File: config.mk
export PLATFORM = sky130hd
export DESIGN_NAME = rr_packet_router
export DESIGN_NICKNAME = d
export VERILOG_FILES = /design/src/rtl/rr_packet_router.sv
export SDC_FILE = /design/constraint.sdc
export NUM_CORES = 1
export LEC_CHECK = 0
export ABC_AREA = 1
export CORE_AREA = 4 4 159 161
export DETAILED_ROUTE_END_ITERATION = 7
export DIE_AREA = 0 0 163 165
export PLACE_DENSITY = 0.91
export SLEW_MARGIN = 20
export SYNTH_ARGS = -nofsm -noshare
export SYNTH_HDL_FRONTEND = slang
export SYNTH_SLANG_ARGS = --single-unit
File: constraint.sdc
create_clock -name clk -period 17.2 [get_ports clk]
set_clock_uncertainty 0.1 [all_clocks]
set_input_delay 3.44 -clock clk [delete_from_list [all_inputs] [get_ports clk]]
set_output_delay 3.44 -clock clk [all_outputs]
set_load 0.005 [all_outputs]
File: src/rtl/rr_packet_router.sv
// Multi-input packet router. Each output has a round-robin arbiter that picks
// one requesting input per cycle and pushes the packet into a small FIFO.
// Packets addressed past the last output are accepted, dropped and counted.
module rr_packet_router #(
  parameter int unsigned NUM_IN     = 2,
  parameter int unsigned NUM_OUT    = 2,
  parameter int unsigned DATA_W     = 30,
  parameter int unsigned FIFO_DEPTH = 4,
  parameter int unsigned CNT_W      = 8,
  localparam int unsigned DEST_W    = (NUM_OUT > 1) ? $clog2(NUM_OUT) : 1,
  localparam int unsigned SRC_W     = (NUM_IN > 1) ? $clog2(NUM_IN) : 1,
  localparam int unsigned PTR_W     = $clog2(FIFO_DEPTH)
) (
  input  logic                       clk,
  input  logic                       rst,
  input  logic [NUM_IN-1:0]          in_valid,
  output logic [NUM_IN-1:0]          in_ready,
  input  logic [NUM_IN*DEST_W-1:0]   in_dest,
  input  logic [NUM_IN*DATA_W-1:0]   in_data,
  output logic [NUM_OUT-1:0]         out_valid,
  input  logic [NUM_OUT-1:0]         out_ready,
  output logic [NUM_OUT*DATA_W-1:0]  out_data,
  output logic [NUM_OUT*SRC_W-1:0]   out_src,
  output logic [NUM_OUT-1:0]         fifo_full,
  output logic [CNT_W-1:0]           drop_cnt
);

  localparam int unsigned ENT_W = SRC_W + DATA_W;
  // Wide enough for the current count plus one drop from every input
  localparam int unsigned SUM_W = CNT_W + SRC_W + 1;
  localparam logic [SUM_W-1:0] CNT_MAX = SUM_W'({CNT_W{1'b1}});
  localparam logic [PTR_W:0] FULL_LVL = (PTR_W+1)'(FIFO_DEPTH);

  logic [DEST_W-1:0] w_dest [NUM_IN];
  logic [DATA_W-1:0] w_data [NUM_IN];
  logic [NUM_IN-1:0] w_bad;
  logic [NUM_OUT-1:0] w_found;
  logic [NUM_OUT-1:0] w_push;
  logic [NUM_OUT-1:0] w_pop;
  logic [NUM_OUT-1:0] w_full;
  logic [SRC_W-1:0] w_gnt [NUM_OUT];
  logic [SRC_W-1:0] w_rr_nxt [NUM_OUT];
  logic [ENT_W-1:0] w_wdata [NUM_OUT];
  logic [SUM_W-1:0] w_drop_sum;
  logic [CNT_W-1:0] w_drop_d;

  logic [ENT_W-1:0] r_mem [NUM_OUT][FIFO_DEPTH];
  logic [PTR_W-1:0] r_wptr [NUM_OUT];
  logic [PTR_W-1:0] r_rptr [NUM_OUT];
  logic [PTR_W:0]   r_cnt [NUM_OUT];
  logic [SRC_W-1:0] r_rr [NUM_OUT];
  logic [CNT_W-1:0] r_drop;

  // Unpack flat input buses and flag out-of-range destinations
  always_comb begin
    for (int i = 0; i < NUM_IN; i++) begin
      w_dest[i] = in_dest[i*DEST_W +: DEST_W];
      w_data[i] = in_data[i*DATA_W +: DATA_W];
      w_bad[i]  = in_valid[i] && (32'(w_dest[i]) >= NUM_OUT);
    end
  end

  // Per-output round-robin scan starting at the stored pointer
  always_comb begin
    for (int d = 0; d < NUM_OUT; d++) begin
      w_found[d]  = 1'b0;
      w_gnt[d]    = '0;
      w_rr_nxt[d] = '0;
      w_wdata[d]  = '0;
      for (int k = 0; k < NUM_IN; k++) begin
        int idx;
        idx = int'(r_rr[d]) + k;
        if (idx >= int'(NUM_IN)) idx = idx - int'(NUM_IN);
        if (!w_found[d] && in_valid[idx] && (int'(w_dest[idx]) == d)) begin
          w_found[d]  = 1'b1;
          w_gnt[d]    = SRC_W'(idx);
          w_wdata[d]  = {SRC_W'(idx), w_data[idx]};
          w_rr_nxt[d] = (idx + 1 == int'(NUM_IN)) ? '0 : SRC_W'(idx + 1);
        end
      end
      // Full is the registered level, so a same-cycle pop never frees a slot
      w_push[d] = w_found[d] && !w_full[d];
      w_pop[d]  = out_valid[d] && out_ready[d];
    end
  end

  // Input handshake: drops are always accepted, otherwise only the pushed grant
  always_comb begin
    in_ready = w_bad;
    for (int d = 0; d < NUM_OUT; d++) begin
      if (w_push[d]) in_ready[w_gnt[d]] = 1'b1;
    end
  end

  // Saturating add of every drop seen this cycle
  always_comb begin
    w_drop_sum = SUM_W'(r_drop);
    for (int i = 0; i < NUM_IN; i++) begin
      w_drop_sum = w_drop_sum + SUM_W'(w_bad[i]);
    end
    w_drop_d = (w_drop_sum > CNT_MAX) ? {CNT_W{1'b1}} : w_drop_sum[CNT_W-1:0];
  end

  // FIFO status and head-of-queue outputs
  always_comb begin
    for (int d = 0; d < NUM_OUT; d++) begin
      w_full[d]    = (r_cnt[d] == FULL_LVL);
      fifo_full[d] = w_full[d];
      out_valid[d] = (r_cnt[d] != '0);
      {out_src[d*SRC_W +: SRC_W], out_data[d*DATA_W +: DATA_W]} = r_mem[d][r_rptr[d]];
    end
    drop_cnt = r_drop;
  end

  // FIFO storage, pointers, occupancy and arbiter pointers
  always_ff @(posedge clk or posedge rst) begin
    if (rst) begin
      for (int d = 0; d < NUM_OUT; d++) begin
        r_wptr[d] <= '0;
        r_rptr[d] <= '0;
        r_cnt[d]  <= '0;
        r_rr[d]   <= '0;
        for (int e = 0; e < FIFO_DEPTH; e++) r_mem[d][e] <= '0;
      end
    end else begin
      for (int d = 0; d < NUM_OUT; d++) begin
        if (w_push[d]) begin
          r_mem[d][r_wptr[d]] <= w_wdata[d];
          r_wptr[d]           <= r_wptr[d] + PTR_W'(1);
          r_rr[d]             <= w_rr_nxt[d];
        end
        if (w_pop[d]) r_rptr[d] <= r_rptr[d] + PTR_W'(1);
        if (w_push[d] && !w_pop[d]) begin
          r_cnt[d] <= r_cnt[d] + (PTR_W+1)'(1);
        end else if (!w_push[d] && w_pop[d]) begin
          r_cnt[d] <= r_cnt[d] - (PTR_W+1)'(1);
        end
      end
    end
  end

  // Drop counter
  always_ff @(posedge clk or posedge rst) begin
    if (rst) r_drop <= '0;
    else     r_drop <= w_drop_d;
  end

endmodule

======== Yosys cells after proc, flatten, opt, wreduce, memory -nomap -nowiden ========
Cells that the tools add are included.
word-level totals
  input bits .............................. 68
  register bits ........................... 265
cells by class
  multiplexer cells ....................... 82
  reduce and logical (&&, ||, !) cells .... 30
  order comparisons ....................... 23
  equal/unequal tests ..................... 6
  add/subtract/negate cells ............... 18
  bitwise operators ....................... 11
operators by type and width
  operator                                                                number
  30-bit two-way mux                                                      12
  31-bit two-way mux                                                      10
  124-bit bitwise mux                                                     2
  32-bit by 2-bit adder with 32-bit output, second input constant         4
  32-bit by 3-bit == test with 1-bit output, second input constant        4
  32-bit by 2-bit >= comparator with 1-bit output, second input constant  4
  32-bit by 3-bit < comparator with 1-bit output, second input constant   4
  32-bit two-way mux                                                      4
  32-bit inverter                                                         4
  31-bit binary-select mux with 2-bit select                              2
  31-bit demux with 2-bit select                                          2
  1-bit two-way mux                                                       42
  1-bit logical AND                                                       18
  3-bit >= comparator, second input constant                              4
  3-bit two-way mux                                                       4
  2-bit inverter with 3-bit output                                        4
  2-bit by 1-bit adder with 2-bit output, second input constant           4
  8-bit greater-than comparator, second input constant                    1
  1-bit logical NOT                                                       8
  3-bit by 1-bit adder with 3-bit output, second input constant           2
  3-bit == test, second input constant                                    2
  3-bit by 1-bit < comparator with 1-bit output, second input constant    2
  3-bit nonzero test                                                      2
  1-bit by 2-bit subtractor with 3-bit output, second input constant      2
  other kinds (12)                                                        23

======== Depth between registers and ports, before layout ========
  depth in word-level cells ............... 20
  gate-level depth with buffers ........... 11
  depth with buffers taken out ............ 11

======== Least setup slack after synthesis ========
No wires, ideal clock.
  kind .................................... input-to-output
  start point ............................. input port in_valid[1]
  end point ............................... output port in_ready[0]
  stages .................................. 6
  arrival time ............................ 4.051 ns
  path slack .............................. 9.609 ns
  cell sequence ........................... nand2_1 -> inv_1 -> o21ai_1 -> clkbuf_2 -> nand2_1 -> o21ai_0
on the way
  longest elaborated chain between the ends .. 16
  elaborated cells on any way between the ends .. 43
  those cells by class .................... order compare (4); mux (26); bitwise (1); reduce/logical (12)
ends and longest elaborated chain
  item                                                                                                        line  source
  from (decl)                                                                                                 16    input logic [NUM_IN-1:0] in_valid,
  1-bit two-way mux (implied by the code) (3 in series)                                                       74    if (!w_found[d] && in_valid[idx] && (int'(w_dest[idx]) == d)) begin
  1-bit logical AND                                                                                           74
  1-bit two-way mux                                                                                           74
  1-bit logical NOT                                                                                           74
  1-bit logical AND (2 in series)                                                                             74
  1-bit two-way mux                                                                                           74
  1-bit by 2-bit < comparator with 1-bit output (implied by the code) or 1-bit >= comparator (tied branches)  91    if (w_push[d]) in_ready[w_gnt[d]] = 1'b1;
  1-bit logical AND (implied by the code)                                                                     91
  1-bit two-way mux (implied by the code)                                                                     91
  1-bit demux with 1-bit select                                                                               91
  2-bit two-way mux                                                                                           91
  2-bit OR (no line)                                                                                          -
  2-bit two-way mux *                                                                                         91
  to (decl)                                                                                                   17    output logic [NUM_IN-1:0] in_ready,
Mark *: on every way between the ends. The rest lies on a longest branch, timed or not. The select of a mux whose other input is x is not followed.

======== Worst setup path in the final report ========
  start point ............................. input port in_valid[0]
  end point ............................... output port in_ready[0]
Same word-level chain as after synthesis.

==> flow_metrics.py <==
metrics = {
    "power_and_ir_drop": {
        "power.density_nw_per_um2": 192,
        "leakage_nw": 8.34,
        "power_mw": 3.08,
        "peakVddDrop_mv": 0.121,
    },
    "clocking": {
        "clk_pin_slew_ps": 60,
        "clockBufferDepth": 3,
        "cts_max_level": 1,
        "cts_tree": "yes",
        "cts_resized": 0,
        "clock_latency_ps": 530,
        "cts_root_buffer": "clkbuf_16",
        "cts_setup_buffers": 0,
        "numCtsBuffers": 27,
        "ctsHoldBuffers": 0,
        "cts.sinks": 264,
    },
    "logic_synthesis": {
        "ys_seq_elements": 264,
        "yosys.area.top_type_share_pct": 47.0,
        "synthTopCellsByArea": "dfrtp_1 (47%), nand2_1 (23%), o21ai_0 (6.7%), nor2_1 (4.7%), nand3_1 (3.4%)",
        "netlist-cell-type-count": 26,
        "yosys.area.top_type": "dfrtp_1",
        "synth_cells": 1942,
        "ys_seq_area_share_pct": 47.0,
        "synthesis.area_sq_um": 14100,
        "ys_warn_count": 0,
        "syn_avg_cell_area_sq_um": 7.24,
    },
    "global_routing": {
        "grt_start_max_net_pins": 121,
        "grt.overflow.total": 0,
        "grt_pass1_wl_um": 65500,
        "grt_usage_pct": 29.9,
        "antenna_found_initial": 0,
        "grt_pass1_vias": 13150,
    },
    "setup_path": {
        "crit_type": "in2out",
        "crit_required_ps": 13660,
        "r2r_end": "r_mem[207]$_DFFE_PP0P_",
        "worstSetupStartpoint": "in_valid[0]",
        "worstPathMaxFanout": 21,
        "worstRegToRegCells": 8,
        "worstSetupEndpoint": "in_ready[0]",
        "r2r-start": "r_rr[1]$_DFFE_PP0P_",
        "arrival_ps": 5730,
        "start_kind": "input port",
        "end_kind": "output pin",
        "r2r_setup_slack_ps": 13800,
    },
    "detailed_routing": {
        "drt_iter0_drc": 1808,
        "wire_per_inst_um": 17.3,
        "ant_nets": 0,
        "wl_um": 40300,
        "vias": 13573,
        "vias_per_cell": 5.82,
        "dr.pass1.iters": 6,
        "drc": 0,
    },
    "finish": {
        "diodes": 0,
        "finalInstanceArea_sq_um": 16000,
        "drive_gt1_share_pct": 4.93,
        "final_nets": 2070,
        "seqCellArea_sq_um": 6610,
        "areaGrowthSynthToFinish_pct": 14.1,
        "multiInputGateArea_sq_um": 6470,
        "fillers": 1988,
    },
    "floorplan": {
        "fp.dieH_um": 165,
        "ios": 144,
        "fp.dieArea_sq_um": 26900,
        "initial_core_util_pct": 58.6,
        "core_sq_um": 24000,
        "die_w_um": 163,
        "std_cell_rows": 57,
    },
    "run_status": {
        "status": "completed",
    },
    "place": {
        "port_buffers": 135,
        "dp_slack_ps": 7980,
        "hpwl_um": 25000,
        "place_congestion": 0.947,
        "postPlaceCellArea_sq_um": 15200,
    },
    "job": {
        "maxCapViolCount": 0,
    },
    "sta": {
        "hold_viol_final": 0,
        "setup-tns-final_ps": 0,
        "period_share_pct": 53.9,
        "tightest_slew_ps": 1010,
        "relSlewSlack_pct": 32.4,
        "max_freq_mhz": 108,
        "timing.final.crit_period_ps": 9270,
        "hold_ws_ps": 373,
        "finalMaxSlewViolations": 0,
        "rsz0062_at_grt": "false",
        "final.setup.worst_slack_ps": 7930,
        "setup_viol": 0,
    },
    "hold_path": {
        "hold_class": "reg2reg",
        "holdCritStartpoint": "r_mem[77]$_DFFE_PP0P_",
    },
}
-- metrics by stage --
stage          instances  util [%]
2_1_floorplan       1949         -
3_3_place_gp        2285      63.4
3_5_place_dp        2285      63.4
4_1_cts             2331      66.9
5_1_grt             2331      66.9
6_report            2331      66.9
-- cell usage in the layout (no fill, tap or decap) --
cell type	count
xor2_1	6
xnor2_1	2
nand2_2	15
buf_6	1
clkbuf_16	27
a21oi_1	51
inv_2	10
nand3_1	95
buf_4	9
dfrtp_2	2
o21ai_0	187
conb_1	8
nor2_1	175
ha_1	10
o22ai_1	62
inv_1	55
nand2_4	10
dfrtp_1	262
inv_8	1
clkbuf_8	6
o21ai_1	5
clkbuf_1	8
clkdlybuf4s50_1	135
bufinv_16	1
clkinv_1	2
o21ai_2	11
fa_1	2
clkinv_2	4
nand2_1	843
inv_6	2
-- flip-flops by register name (all words and copies together) (netlist names) --
signal  cells
r_rptr      4
r_wptr      4
r_cnt       6
r_mem     248
r_rr        2
-- routing by layer --
| metal | wire [um] | vias up | global-route usage [%] |
|---|---|---|---|
| li1 | - | 6230 | - |
| met1 | 16400 | 6468 | 42.6 |
| met2 | 18300 | 772 | 46.4 |
| met3 | 4290 | 103 | 4.27 |
| met4 | 1410 | 0 | 12.4 |
| met5 | 0 | - | 0 |
-- worst min-delay path by stage --
| stage | slack [ps] | cells past startpoint | endpoint |
|---|---|---|---|
| finish | 370 | 2 | r_mem[77]$_DFFE_PP0P_ |
| global route | 390 | 2 | r_mem[53]$_DFFE_PP0P_ |
| CTS | 380 | 2 | r_mem[90]$_DFFE_PP0P_ |
| detailed placement | 360 | 2 | r_mem[172]$_DFFE_PP0P_ |
| global placement | 360 | 2 | r_mem[46]$_DFFE_PP0P_ |
| floorplan | 340 | 2 | r_mem[31]$_DFFE_PP0P_ |
-- power by group --
group	internal, mW	switching (mW)	total [mW]
sequential	0.883	0.156	1.04
clock	0.328	0.237	0.565
combinational	0.591	0.890	1.48
-- cells by family after synthesis --
logic type / after synthesis / share of synthesized area, %
XOR/XNOR: 8 / 0.499
AND/OR/NAND/NOR: 1138 / 32.0
buffers and inverters: 203 / 7.16
flip-flops: 264 / 47.0
other: 1 / 0.0267
AO/OA/AOI/OAI: 316 / 12.1
adder cells (fa/ha/maj): 12 / 1.18
-- cell type report --
type                    count  share of cell area, %
flip-flops and latches    264                   41.2
multi-input cells        1482                   40.3
repair buffers            145                   8.92
clock buffers              41                   4.92
well taps                 324                   2.53
inverters                  70                   1.75
clock inverters             5                  0.312
-- cells in the mapped netlist --
cell,n
nand2_1,843
o21ai_2,10
buf_1,4
nand3_1,95
dfrtp_1,264
nand2_4,10
o22ai_1,62
buf_6,3
a21oi_1,51
clkinv_1,2
buf_2,54
inv_1,56
conb_1,1
o21ai_0,187
xnor2_1,2
inv_6,2
inv_2,10
o21ai_1,6
xor2_1,6
clkbuf_2,1
buf_4,38
ha_1,10
nor2_1,175
fa_1,2
clkbuf_1,33
nand2_2,15
-- critical path, stage by stage --
cell and delay [ps]:
clkdlybuf4s50_1 510, nand2_2 130, o21ai_2 780, nand2_1 190, o21ai_0 140, clkdlybuf4s50_1 530
Note: power is estimated with default switching activity, not from simulation.
==> patch: new RTL, same flow settings <==
`FIFO_DEPTH`: 4 -> 8.
--- a/src/rtl/rr_packet_router.sv
+++ b/src/rtl/rr_packet_router.sv
@@ -5,7 +5,7 @@
   parameter int unsigned NUM_IN     = 2,
   parameter int unsigned NUM_OUT    = 2,
   parameter int unsigned DATA_W     = 30,
-  parameter int unsigned FIFO_DEPTH = 4,
+  parameter int unsigned FIFO_DEPTH = 8,
   parameter int unsigned CNT_W      = 8,
   localparam int unsigned DEST_W    = (NUM_OUT > 1) ? $clog2(NUM_OUT) : 1,
   localparam int unsigned SRC_W     = (NUM_IN > 1) ? $clog2(NUM_IN) : 1,
Behaviour: no difference found for any inputs over 4 cycles, from zero or initial values and one cycle with rst high; that may be too few to reach the edited logic, so the function may still have changed.
==> patch against the unedited design <==
The run now fails in global placement without I/O (3_1_place_gp_skip_io); area after synthesis is 84% higher.
==> patch: results (changes against the unedited design) <==
Synth
  • Count of warnings emitted by yosys: 0 (unchanged)
  • Cell Area, Synth: 0.0258 sq mm (+84%)
  • EDFF count, synth: 0 (unchanged)
  • Ys flop type: dfrtp_1
  • Asr flop ratio synth: 100% (unchanged)
  • Synth top cells by count: nand2_1 (1900), nor2_1 (522), dfrtp_1 (518)
  • FF+latch count, synth: 518 (+96%)
  • Sequential share of the synthesized area: 50.2% (+3.2 points)
  • Largest cells by area after synthesis: dfrtp_1 (50%), nand2_1 (28%), nor2_1 (7.6%)
  • Syn Area/Cell: 7.04 sq um (-2.6%)
  • Area share of the largest cell type after synthesis: 50.2% (+3.2 points)
  • Post-synth cell types: 26 (unchanged)

Status
  • Failed at: global placement without I/O (3_1_place_gp_skip_io)
  • Status: did not finish
  • Error Message: [ERROR GPL-0301] Utilization 125.096 % exceeds 100%.
[patch: cell types whose count changed after synthesis, sizes merged, moves of 53 or more]
cell,unedited run,this run
o21ai,203,266
nand2,868,1902
dfrtp,264,518
nor2,175,528
o22ai,62,0
buf,99,152
[patch: kinds of logic after synthesis]
logic type / after synthesis / share of synthesized area [%]
AND/OR/NAND/NOR: 2579 / 38.5
flip-flops: 518 / 50.2
AO/OA/AOI/OAI: 270 / 5.23
buffers and inverters: 270 / 4.90
XOR/XNOR: 15 / 0.509
adder cells (fa/ha/maj): 12 / 0.640
other: 1 / 0.0145
